[config.mk]
export PLATFORM = sky130hd
export DESIGN_NAME = ntt_butterfly_flat
export DESIGN_NICKNAME = d
export VERILOG_FILES = /design/src/rtl/kyber_pkg.sv /design/src/rtl/ntt_butterfly_if.sv /design/src/rtl/barrett_reduce_pipe.sv /design/src/rtl/ntt_butterfly.sv /design/src/flat_wrapper.sv
export SDC_FILE = /design/constraint.sdc
export NUM_CORES = 1
export LEC_CHECK = 0
export CAP_MARGIN = 20
export CELL_PAD_IN_SITES_DETAIL_PLACEMENT = 1
export CELL_PAD_IN_SITES_GLOBAL_PLACEMENT = 1
export CORE_AREA = 4 4 279 281
export DETAILED_ROUTE_END_ITERATION = 12
export DIE_AREA = 0 0 283 285
export GPL_ROUTABILITY_DRIVEN = 0
export GPL_TIMING_DRIVEN = 0
export PLACE_DENSITY = 0.58
export SLEW_MARGIN = 10
export SYNTH_ARGS = -nofsm -noshare
export SYNTH_HDL_FRONTEND = slang
export SYNTH_HIERARCHICAL = 1
export SYNTH_SLANG_ARGS = --single-unit
[constraint.sdc]
create_clock -name clk -period 8.4 [get_ports clk]
set_input_delay 0.84 -clock clk [delete_from_list [all_inputs] [get_ports clk]]
set_output_delay 0.84 -clock clk [all_outputs]
set_load 0.005 [all_outputs]
[src/rtl/kyber_pkg.sv]
// kyber_pkg
// Shared Kyber arithmetic constants, the butterfly mode type and the
// single-step modular add/sub helpers used around the multiplier.
// No ports; imported by the butterfly, its Barrett sub-module and the interface users.
package kyber_pkg;

  localparam int KYBER_Q   = 3329;
  localparam int COEF_W    = 12;
  localparam int BARRETT_M = 5039;   // floor(2^24 / 3329)
  localparam int BARRETT_K = 24;

  localparam int PROD_W = 2 * COEF_W;          // zeta * coefficient
  localparam int T1_W   = 37;                  // product * BARRETT_M
  localparam int RED_W  = 14;                  // Barrett remainder, < 3q

  typedef enum logic {
    BF_CT = 1'b0,
    BF_GS = 1'b1
  } bf_mode_e;

  localparam logic [COEF_W:0] Q_EXT = (COEF_W + 1)'(KYBER_Q);

  // (a + b) mod q for a, b in [0, q-1]: one conditional subtract.
  function automatic logic [COEF_W-1:0] mod_add(input logic [COEF_W-1:0] a,
                                                input logic [COEF_W-1:0] b);
    logic [COEF_W:0] s;
    s = {1'b0, a} + {1'b0, b};
    if (s >= Q_EXT) s = s - Q_EXT;
    return COEF_W'(s);
  endfunction

  // (a - b) mod q for a, b in [0, q-1]: the wrapped difference plus q
  // lands back in range when a < b.
  function automatic logic [COEF_W-1:0] mod_sub(input logic [COEF_W-1:0] a,
                                                input logic [COEF_W-1:0] b);
    logic [COEF_W:0] d;
    d = {1'b0, a} - {1'b0, b};
    if (a < b) d = d + Q_EXT;
    return COEF_W'(d);
  endfunction

endpackage

[src/rtl/ntt_butterfly_if.sv]
// ntt_butterfly_if
// Streaming input/output handshake bundle for the NTT butterfly.
//   in_valid/in_ready   : input pair handshake
//   mode, u, v, zeta    : operands captured with the input transfer
//   out_valid/out_ready : result handshake
//   out_u, out_v        : results
// Modports: master = producer/consumer side, slave = butterfly side.
interface ntt_butterfly_if #(
  parameter int W = 12
);
  logic         in_valid;
  logic         in_ready;
  logic         mode;
  logic [W-1:0] u;
  logic [W-1:0] v;
  logic [W-1:0] zeta;
  logic         out_valid;
  logic         out_ready;
  logic [W-1:0] out_u;
  logic [W-1:0] out_v;

  modport master (
    output in_valid, mode, u, v, zeta, out_ready,
    input  in_ready, out_valid, out_u, out_v
  );

  modport slave (
    input  in_valid, mode, u, v, zeta, out_ready,
    output in_ready, out_valid, out_u, out_v
  );
endinterface

[src/rtl/barrett_reduce_pipe.sv]
// barrett_reduce_pipe
// Three-stage Barrett reduction of a 24-bit product modulo 3329, carrying an
// opaque payload alongside. Fixed latency 3 under the shared enable.
//   clk, reset          : clock, async active-high reset
//   en                  : pipeline advance (all stages hold when low)
//   in_valid, p, in_pay : product to reduce and its sideband
//   out_valid, r, out_pay : reduced value in [0, q-1] and its sideband
//   busy                : any stage holds a valid item
module barrett_reduce_pipe
  import kyber_pkg::*;
#(
  parameter int PAY_W = 13
) (
  input  logic              clk,
  input  logic              reset,
  input  logic              en,
  input  logic              in_valid,
  input  logic [PROD_W-1:0] p,
  input  logic [PAY_W-1:0]  in_pay,
  output logic              out_valid,
  output logic [COEF_W-1:0] r,
  output logic [PAY_W-1:0]  out_pay,
  output logic              busy
);

  localparam logic [RED_W-1:0] RED_Q  = RED_W'(KYBER_Q);
  localparam logic [RED_W-1:0] RED_2Q = RED_W'(2 * KYBER_Q);

  logic              s3_valid, s4_valid, s5_valid;
  logic [T1_W-1:0]   s3_t1;
  logic [PROD_W-1:0] s3_p;
  logic [PAY_W-1:0]  s3_pay, s4_pay, s5_pay;
  logic [RED_W-1:0]  s4_r;
  logic [COEF_W-1:0] s5_r;

  logic [RED_W-1:0]  rem_c;
  logic [COEF_W-1:0] red_c;

  // Quotient estimate undershoots the true quotient by at most 2, so the
  // remainder fits below 3q and the low 14 bits of the difference suffice.
  always_comb begin
    logic [PROD_W-1:0] quot;
    quot  = PROD_W'(s3_t1 >> BARRETT_K);
    rem_c = RED_W'(s3_p - quot * PROD_W'(KYBER_Q));
  end

  always_comb begin
    if (s4_r >= RED_2Q)     red_c = COEF_W'(s4_r - RED_2Q);
    else if (s4_r >= RED_Q) red_c = COEF_W'(s4_r - RED_Q);
    else                    red_c = COEF_W'(s4_r);
  end

  always_ff @(posedge clk or posedge reset) begin
    if (reset) begin
      s3_valid <= 1'b0;
      s4_valid <= 1'b0;
      s5_valid <= 1'b0;
      s3_t1    <= '0;
      s3_p     <= '0;
      s3_pay   <= '0;
      s4_r     <= '0;
      s4_pay   <= '0;
      s5_r     <= '0;
      s5_pay   <= '0;
    end else if (en) begin
      s3_valid <= in_valid;
      s3_t1    <= T1_W'(p) * T1_W'(BARRETT_M);
      s3_p     <= p;
      s3_pay   <= in_pay;
      s4_valid <= s3_valid;
      s4_r     <= rem_c;
      s4_pay   <= s3_pay;
      s5_valid <= s4_valid;
      s5_r     <= red_c;
      s5_pay   <= s4_pay;
    end
  end

  assign out_valid = s5_valid;
  assign r         = s5_r;
  assign out_pay   = s5_pay;
  assign busy      = s3_valid | s4_valid | s5_valid;

endmodule

[src/rtl/ntt_butterfly.sv]
// ntt_butterfly
// Six-stage streaming Kyber butterfly over q = 3329. Forward mode (CT)
// computes (u + zeta*v, u - zeta*v); inverse mode (GS) computes
// (u + v, zeta*(u - v)), all mod q. One pair per cycle, in order.
//   clk, reset : clock, async active-high reset
//   bus        : ntt_butterfly_if slave (input/output handshakes and data)
//   busy       : any stage, including the output register, holds a valid item
module ntt_butterfly
  import kyber_pkg::*;
#(
  parameter int W = COEF_W,
  parameter int Q = KYBER_Q
) (
  input  logic                  clk,
  input  logic                  reset,
  ntt_butterfly_if.slave        bus,
  output logic                  busy
);

  if (W != COEF_W || Q != KYBER_Q) begin : g_param_check
    $error("ntt_butterfly supports only W = 12 and Q = 3329");
  end

  localparam int PAY_W = W + 1;

  logic en;
  logic out_valid_q;
  logic [W-1:0] out_u_q, out_v_q;

  // One enable for the whole pipe: bubbles advance so a stalled output is
  // the only thing that can stop the flow.
  assign en           = bus.out_ready | ~out_valid_q;
  assign bus.in_ready = en;

  // S1: pre-add/sub for GS, select multiplicand and pass-through operand.
  logic [W-1:0] sum_c, diff_c;
  always_comb begin
    sum_c  = mod_add(bus.u, bus.v);
    diff_c = mod_sub(bus.u, bus.v);
  end

  logic         s1_valid;
  logic [W-1:0] s1_zeta, s1_mult, s1_pass;
  bf_mode_e     s1_mode;

  always_ff @(posedge clk or posedge reset) begin
    if (reset) begin
      s1_valid <= 1'b0;
      s1_zeta  <= '0;
      s1_mult  <= '0;
      s1_pass  <= '0;
      s1_mode  <= BF_CT;
    end else if (en) begin
      s1_valid <= bus.in_valid;
      s1_zeta  <= bus.zeta;
      s1_mode  <= bf_mode_e'(bus.mode);
      s1_mult  <= bus.mode ? diff_c : bus.v;
      s1_pass  <= bus.mode ? sum_c  : bus.u;
    end
  end

  // S2: full 12x12 product.
  logic              s2_valid;
  logic [PROD_W-1:0] s2_p;
  logic [W-1:0]      s2_pass;
  bf_mode_e          s2_mode;

  always_ff @(posedge clk or posedge reset) begin
    if (reset) begin
      s2_valid <= 1'b0;
      s2_p     <= '0;
      s2_pass  <= '0;
      s2_mode  <= BF_CT;
    end else if (en) begin
      s2_valid <= s1_valid;
      s2_p     <= PROD_W'(s1_zeta) * PROD_W'(s1_mult);
      s2_pass  <= s1_pass;
      s2_mode  <= s1_mode;
    end
  end

  // S3..S5: Barrett reduction, mode and pass-through ride as payload.
  logic             b_valid, b_busy;
  logic [W-1:0]     b_r;
  logic [PAY_W-1:0] b_pay;
  logic [W-1:0]     b_pass;
  bf_mode_e         b_mode;

  barrett_reduce_pipe #(
    .PAY_W (PAY_W)
  ) u_barrett (
    .clk       (clk),
    .reset     (reset),
    .en        (en),
    .in_valid  (s2_valid),
    .p         (s2_p),
    .in_pay    ({s2_mode, s2_pass}),
    .out_valid (b_valid),
    .r         (b_r),
    .out_pay   (b_pay),
    .busy      (b_busy)
  );

  assign b_mode = bf_mode_e'(b_pay[W]);
  assign b_pass = b_pay[W-1:0];

  // S6: final add/sub for CT, straight pass for GS; this is the output register.
  always_ff @(posedge clk or posedge reset) begin
    if (reset) begin
      out_valid_q <= 1'b0;
      out_u_q     <= '0;
      out_v_q     <= '0;
    end else if (en) begin
      out_valid_q <= b_valid;
      if (b_valid) begin
        if (b_mode == BF_GS) begin
          out_u_q <= b_pass;
          out_v_q <= b_r;
        end else begin
          out_u_q <= mod_add(b_pass, b_r);
          out_v_q <= mod_sub(b_pass, b_r);
        end
      end
    end
  end

  assign bus.out_valid = out_valid_q;
  assign bus.out_u     = out_u_q;
  assign bus.out_v     = out_v_q;
  assign busy          = s1_valid | s2_valid | b_busy | out_valid_q;

endmodule

[src/flat_wrapper.sv]
// flat-port wrapper written by rule: the top's interface ports become plain ports
module ntt_butterfly_flat import kyber_pkg::*;
#(
  parameter int W = COEF_W,
  parameter int Q = KYBER_Q
)
  (clk, reset, busy, bus_in_valid, bus_mode, bus_u, bus_v, bus_zeta, bus_out_ready, bus_in_ready, bus_out_valid, bus_out_u, bus_out_v);
  ntt_butterfly_if #(.W(W)) bus_i ();
  input  logic clk;
  input  logic reset;
  output logic busy;
  input wire logic [$bits(bus_i.in_valid)-1:0] bus_in_valid;
  input wire logic [$bits(bus_i.mode)-1:0] bus_mode;
  input wire logic [$bits(bus_i.u)-1:0] bus_u;
  input wire logic [$bits(bus_i.v)-1:0] bus_v;
  input wire logic [$bits(bus_i.zeta)-1:0] bus_zeta;
  input wire logic [$bits(bus_i.out_ready)-1:0] bus_out_ready;
  output wire logic [$bits(bus_i.in_ready)-1:0] bus_in_ready;
  output wire logic [$bits(bus_i.out_valid)-1:0] bus_out_valid;
  output wire logic [$bits(bus_i.out_u)-1:0] bus_out_u;
  output wire logic [$bits(bus_i.out_v)-1:0] bus_out_v;
  assign bus_i.in_valid = bus_in_valid;
  assign bus_i.mode = bus_mode;
  assign bus_i.u = bus_u;
  assign bus_i.v = bus_v;
  assign bus_i.zeta = bus_zeta;
  assign bus_i.out_ready = bus_out_ready;
  assign bus_in_ready = bus_i.in_ready;
  assign bus_out_valid = bus_i.out_valid;
  assign bus_out_u = bus_i.out_u;
  assign bus_out_v = bus_i.out_v;
  ntt_butterfly #(.W(W), .Q(Q)) u_core (.clk(clk), .reset(reset), .bus(bus_i), .busy(busy));
endmodule
# Word-level counts from Yosys, hierarchy flattened
# Cells that the tools add are included.
# word_totals
regBits,220
in_bits,41
output_inout_bits,27
word_cells,60
# op_classes
add_sub_neg,11
mul,3
magnitude_cmp,6
mux,10
n_bitwise,7
reduce_logical,1
# ops
op,n
$mux 12,10
$sub 12x12->12 const B,4
$mul 24x13->37 const B,1
$add 12x12->13,2
$ge 13x12->1 const B,2
$add 12x12->12 const B,2
$lt 12x12->1,2
$mul 12x12->24,1
$sub 12x12->12,2
$ge 14x12->1 const B,1
$ge 14x13->1 const B,1
$mul 13x12->14 const B,1
$sub 14x14->14,1
$or 1x1->1,6
$reduce_and 2->1,1
$not 1->1,1

# Longest topological paths before layout
# logic_depth
ltp_word,4
depth_mapped,23
depth_no_buf,22

# Cells and area by module
# Netlist, hierarchy kept.
# modules_own_cells
module,instances,cells_per_inst,area_per_inst_um2,seq_area_each_um2
ntt_butterfly,1,1471,12192.9,2527.4
barrett_reduce_pipe,1,912,10167.3,2377.3

# Worst setup path after synthesis
# No wires, ideal clock.
# synth_path
kind,reg-to-reg
from,register u_core.s1_mult[3]
to,register u_core.s2_p[23]
setup_ps,82
t_arrival_ps,5481
required_ps,8318
slack_ps,2837
stages_incl_launch_ff,22
n_path_buf,1
synth_period_minus_slack_ps,5563
path_cell_list,dfrtp_1 clkbuf_1 nand2_1 fa_1 fa_1 fa_1 inv_1 fa_1 inv_1 fa_1 inv_1 ha_1 a21o_1 a21oi_1 o22ai_1 nor3_1 nor3_1 a211o_1 a21oi_1 a21oi_1 or3_1 a31oi_1
# synth_between
elab_chain_cells,1
# synth_rtl
element,line_no,rtl
"start, declared",ntt_butterfly.sv:43,"logic [W-1:0] s1_zeta, s1_mult, s1_pass;"
"start signal, assigned",ntt_butterfly.sv:57,s1_mult <= bus.mode ? diff_c : bus.v;
$mul 12x12->24,ntt_butterfly.sv:76,s2_p <= PROD_W'(s1_zeta) * PROD_W'(s1_mult);
"end signal, assigned",ntt_butterfly.sv:76,
"end, declared",ntt_butterfly.sv:64,logic [PROD_W-1:0] s2_p;
# Every way passes these cells.
# A chain may end at the register's enable or synchronous reset.

# Final worst setup path
# layout_path
from,register u_core.s1_mult[4]
to,register u_core.s2_p[23]
# Same word-level chain as after synthesis.

==> results.cfg <==
[routing]
drt-vias-per-instance = 4.83
post_drt_wl_per_cell_um = 18.5
drt_iter0_drc = 742
drcViolationCount = 0
ant_nets = 0
vias = 16700
finalWirelength_mm = 64.1
dr.pass1.iters = 4

[clocking]
clkTransAtPathRegs_ns = 0.09
postCtsResizedCells = 0
post_cts_buffers = 0
worstSkewPairLatency_ns = 0.49
cts_tree = yes
htree_levels = 4
cts_buffers = 17
clockRootBuffer = clkbuf_16
clock_path_buffers = 2
cts.sinks = 196
hold_buffers = 0

[floorplan]
io_pins = 68
start_util = 0.296
rows = 101
core_area_sq_um = 75400
die_h_um = 285
die_w_um = 283
dieArea_sq_um = 80700

[yosys]
synth_area_leader_cell = dfrtp_1
synthCells = 2383
synth_seq_cells = 196
syn_nets = 2946
ys.flop_type = dfrtp_1
synth_top_cells_by_area = dfrtp_1 22%, fa_1 21%, ha_1 16%, inv_1 6.1%, nand2_1 5.1%
yosys_warnings = 6
synth-edff-count = 0
synthArstFlopShare = 1.00
syn_area_sq_um = 22400
synth_area_per_cell_sq_um = 9.38
netlist.area_leader.share = 0.219
yosysMostFrequentCell = inv_1
ys_seq_area_frac = 0.219
synth_common_cells = 363 x inv_1, 302 x nand2_1, 282 x ha_1
ys_types = 88

[global_route]
antenna_found_initial = 0
grt_pass1_wl_mm = 103
first_global_vias = 18600
grt_max_degree = 78
grt_usage = 0.161
gr-total-overflow = 0

[timing]
whs_ns = 0.474
finClkSkew_ns = 0.0165
finalSetupTns_ns = 0
tightest_slew_ns = 0.898
rsz0062_at_grt = no
drv_slew = 0
min_period_ns = 6.53
max_freq_mhz = 153
max-slew-margin-rel = 0.401
setup-violations-final = 0
hold_viol_final = 0
min_period_over_period = 0.778

[placement]
io_buffers = 66
placed_cells = 3429
dpl.hpwl_mm = 53.7

[setup_path]
worst_setup_path_end_kind = register
crit_type = register to register
arrival_ns = 6.86
startpoint_type = register
crit_path_max_fanout = 10
crit_required_ns = 8.73

[finish]
final_nets = 3033
fin_cells = 3462
drive_gt1_frac = 0.0576
syn_to_final_growth_pct = 11.4
fillers = 8734

[min_path]
hold_path.class = register to register

[run]
drv_cap = 0

[outcome]
outcome = complete, no violations
final timing paths:
path                                   start                           end  slack (ns)  depth (start not counted)
min in group asynchronous              reset           u_core/bus.out_u[0]        0.77                          2
hold reg to reg            u_core/s2_pass[1]             u_core/s2_pass[1]        0.47                          2
max in group asynchronous              reset  u_core/u_barrett/out_pay[11]        6.78                          3
setup / recovery           u_core/s1_mult[4]               u_core/s2_p[23]        1.87                         20
hold / removal             u_core/s2_pass[1]             u_core/s2_pass[1]        0.47                          2
setup reg to reg           u_core/s1_mult[4]               u_core/s2_p[23]        1.87                         20
cell families after synthesis:
| logic type | Yosys count | share of synthesized area |
|---|---|---|
| AO/OA/AOI/OAI | 380 | 0.109 |
| XOR/XNOR | 119 | 0.0466 |
| adder cells (fa/ha/maj) | 522 | 0.373 |
| buffers and inverters | 454 | 0.0786 |
| flip-flops | 196 | 0.219 |
| multiplexers | 74 | 0.0367 |
| AND/OR/NAND/NOR | 638 | 0.137 |
worst max-delay path, stage by stage, from the launching register on:
cell	delay, ns
dfrtp_1	0.48
clkbuf_1	0.57
nand2_1	0.17
fa_1	0.57
fa_1	0.46
fa_1	0.56
inv_1	0.06
fa_1	0.53
inv_1	0.05
fa_1	0.52
inv_1	0.04
ha_1	0.36
nand4_1	0.12
a211oi_1	0.44
nor3_1	0.12
nor3_1	0.52
a211o_1	0.22
a21oi_1	0.09
a21oi_1	0.24
or3_1	0.15
a31oi_1	0.08
area by class of cell:
class / count / area (sq um) / area share
antenna: 1 / 2.50 / 0.000100
multi-input combinational: 1733 / 15700 / 0.630
tap: 978 / 1220 / 0.0491
sequential: 196 / 4900 / 0.197
clock buffer: 17 / 425 / 0.0171
inverter: 364 / 1370 / 0.0551
buffer: 90 / 392 / 0.0157
clock inverter: 15 / 191 / 0.00768
timing repair buffer: 68 / 708 / 0.0284
per-stage QoR:
| stage | worst slack (ns) | utilization | cell area, sq um |
|---|---|---|---|
| global route | 1.37 | 0.330 | 24900 |
| detailed placement | 1.86 | 0.322 | 24300 |
| floorplan | 2.84 | - | 22400 |
| CTS | 1.78 | 0.330 | 24900 |
| global placement | 1.99 | 0.321 | 24200 |
| finish | 1.87 | 0.330 | 24900 |
sequential cells by signal, summed over array words and instances, names as in the netlist, 13 cells and up:
name	count
u_core/s2_p	24
u_core/u_barrett/s3_t1	14
u_core/u_barrett/s4_r	14
u_core/u_barrett/out_pay	13
u_core/u_barrett/s3_p	13
u_core/u_barrett/s3_pay	13
u_core/u_barrett/s4_pay	13
placed cells by master (no fill, tap or decap), types with 18 or more instances in the layout:
master           netlist  routed
a211oi_1              20      20
nor3_1                25      25
clkbuf_1              69      69
xnor2_1               69      69
a21o_1                28      28
ha_1                 282     282
o21ai_0               86      86
clkdlybuf4s50_1        0      66
nand2_1              302     302
xor2_1                50      50
dfrtp_1              196     196
fa_1                 240     240
nand3_1               26      26
mux2_2                60      60
nand2b_1              19      19
nor2b_1               18      18
a21oi_1              116     116
inv_1                363     361
and2_1                65      65
nor2_1                91      91
layer usage:
metal / global-route usage / wire length (um) / vias to the layer above
met5: 0 / 0 / -
met4: 0.0355 / 1030 / 0
met3: 0.0250 / 1760 / 49
met2: 0.282 / 31800 / 195
met1: 0.212 / 29500 / 8513
li1: - / - / 7976
Power is left out: the tool's default activity adds up to more than one toggle a clock period on the data nets, which glitch-free logic cannot reach.
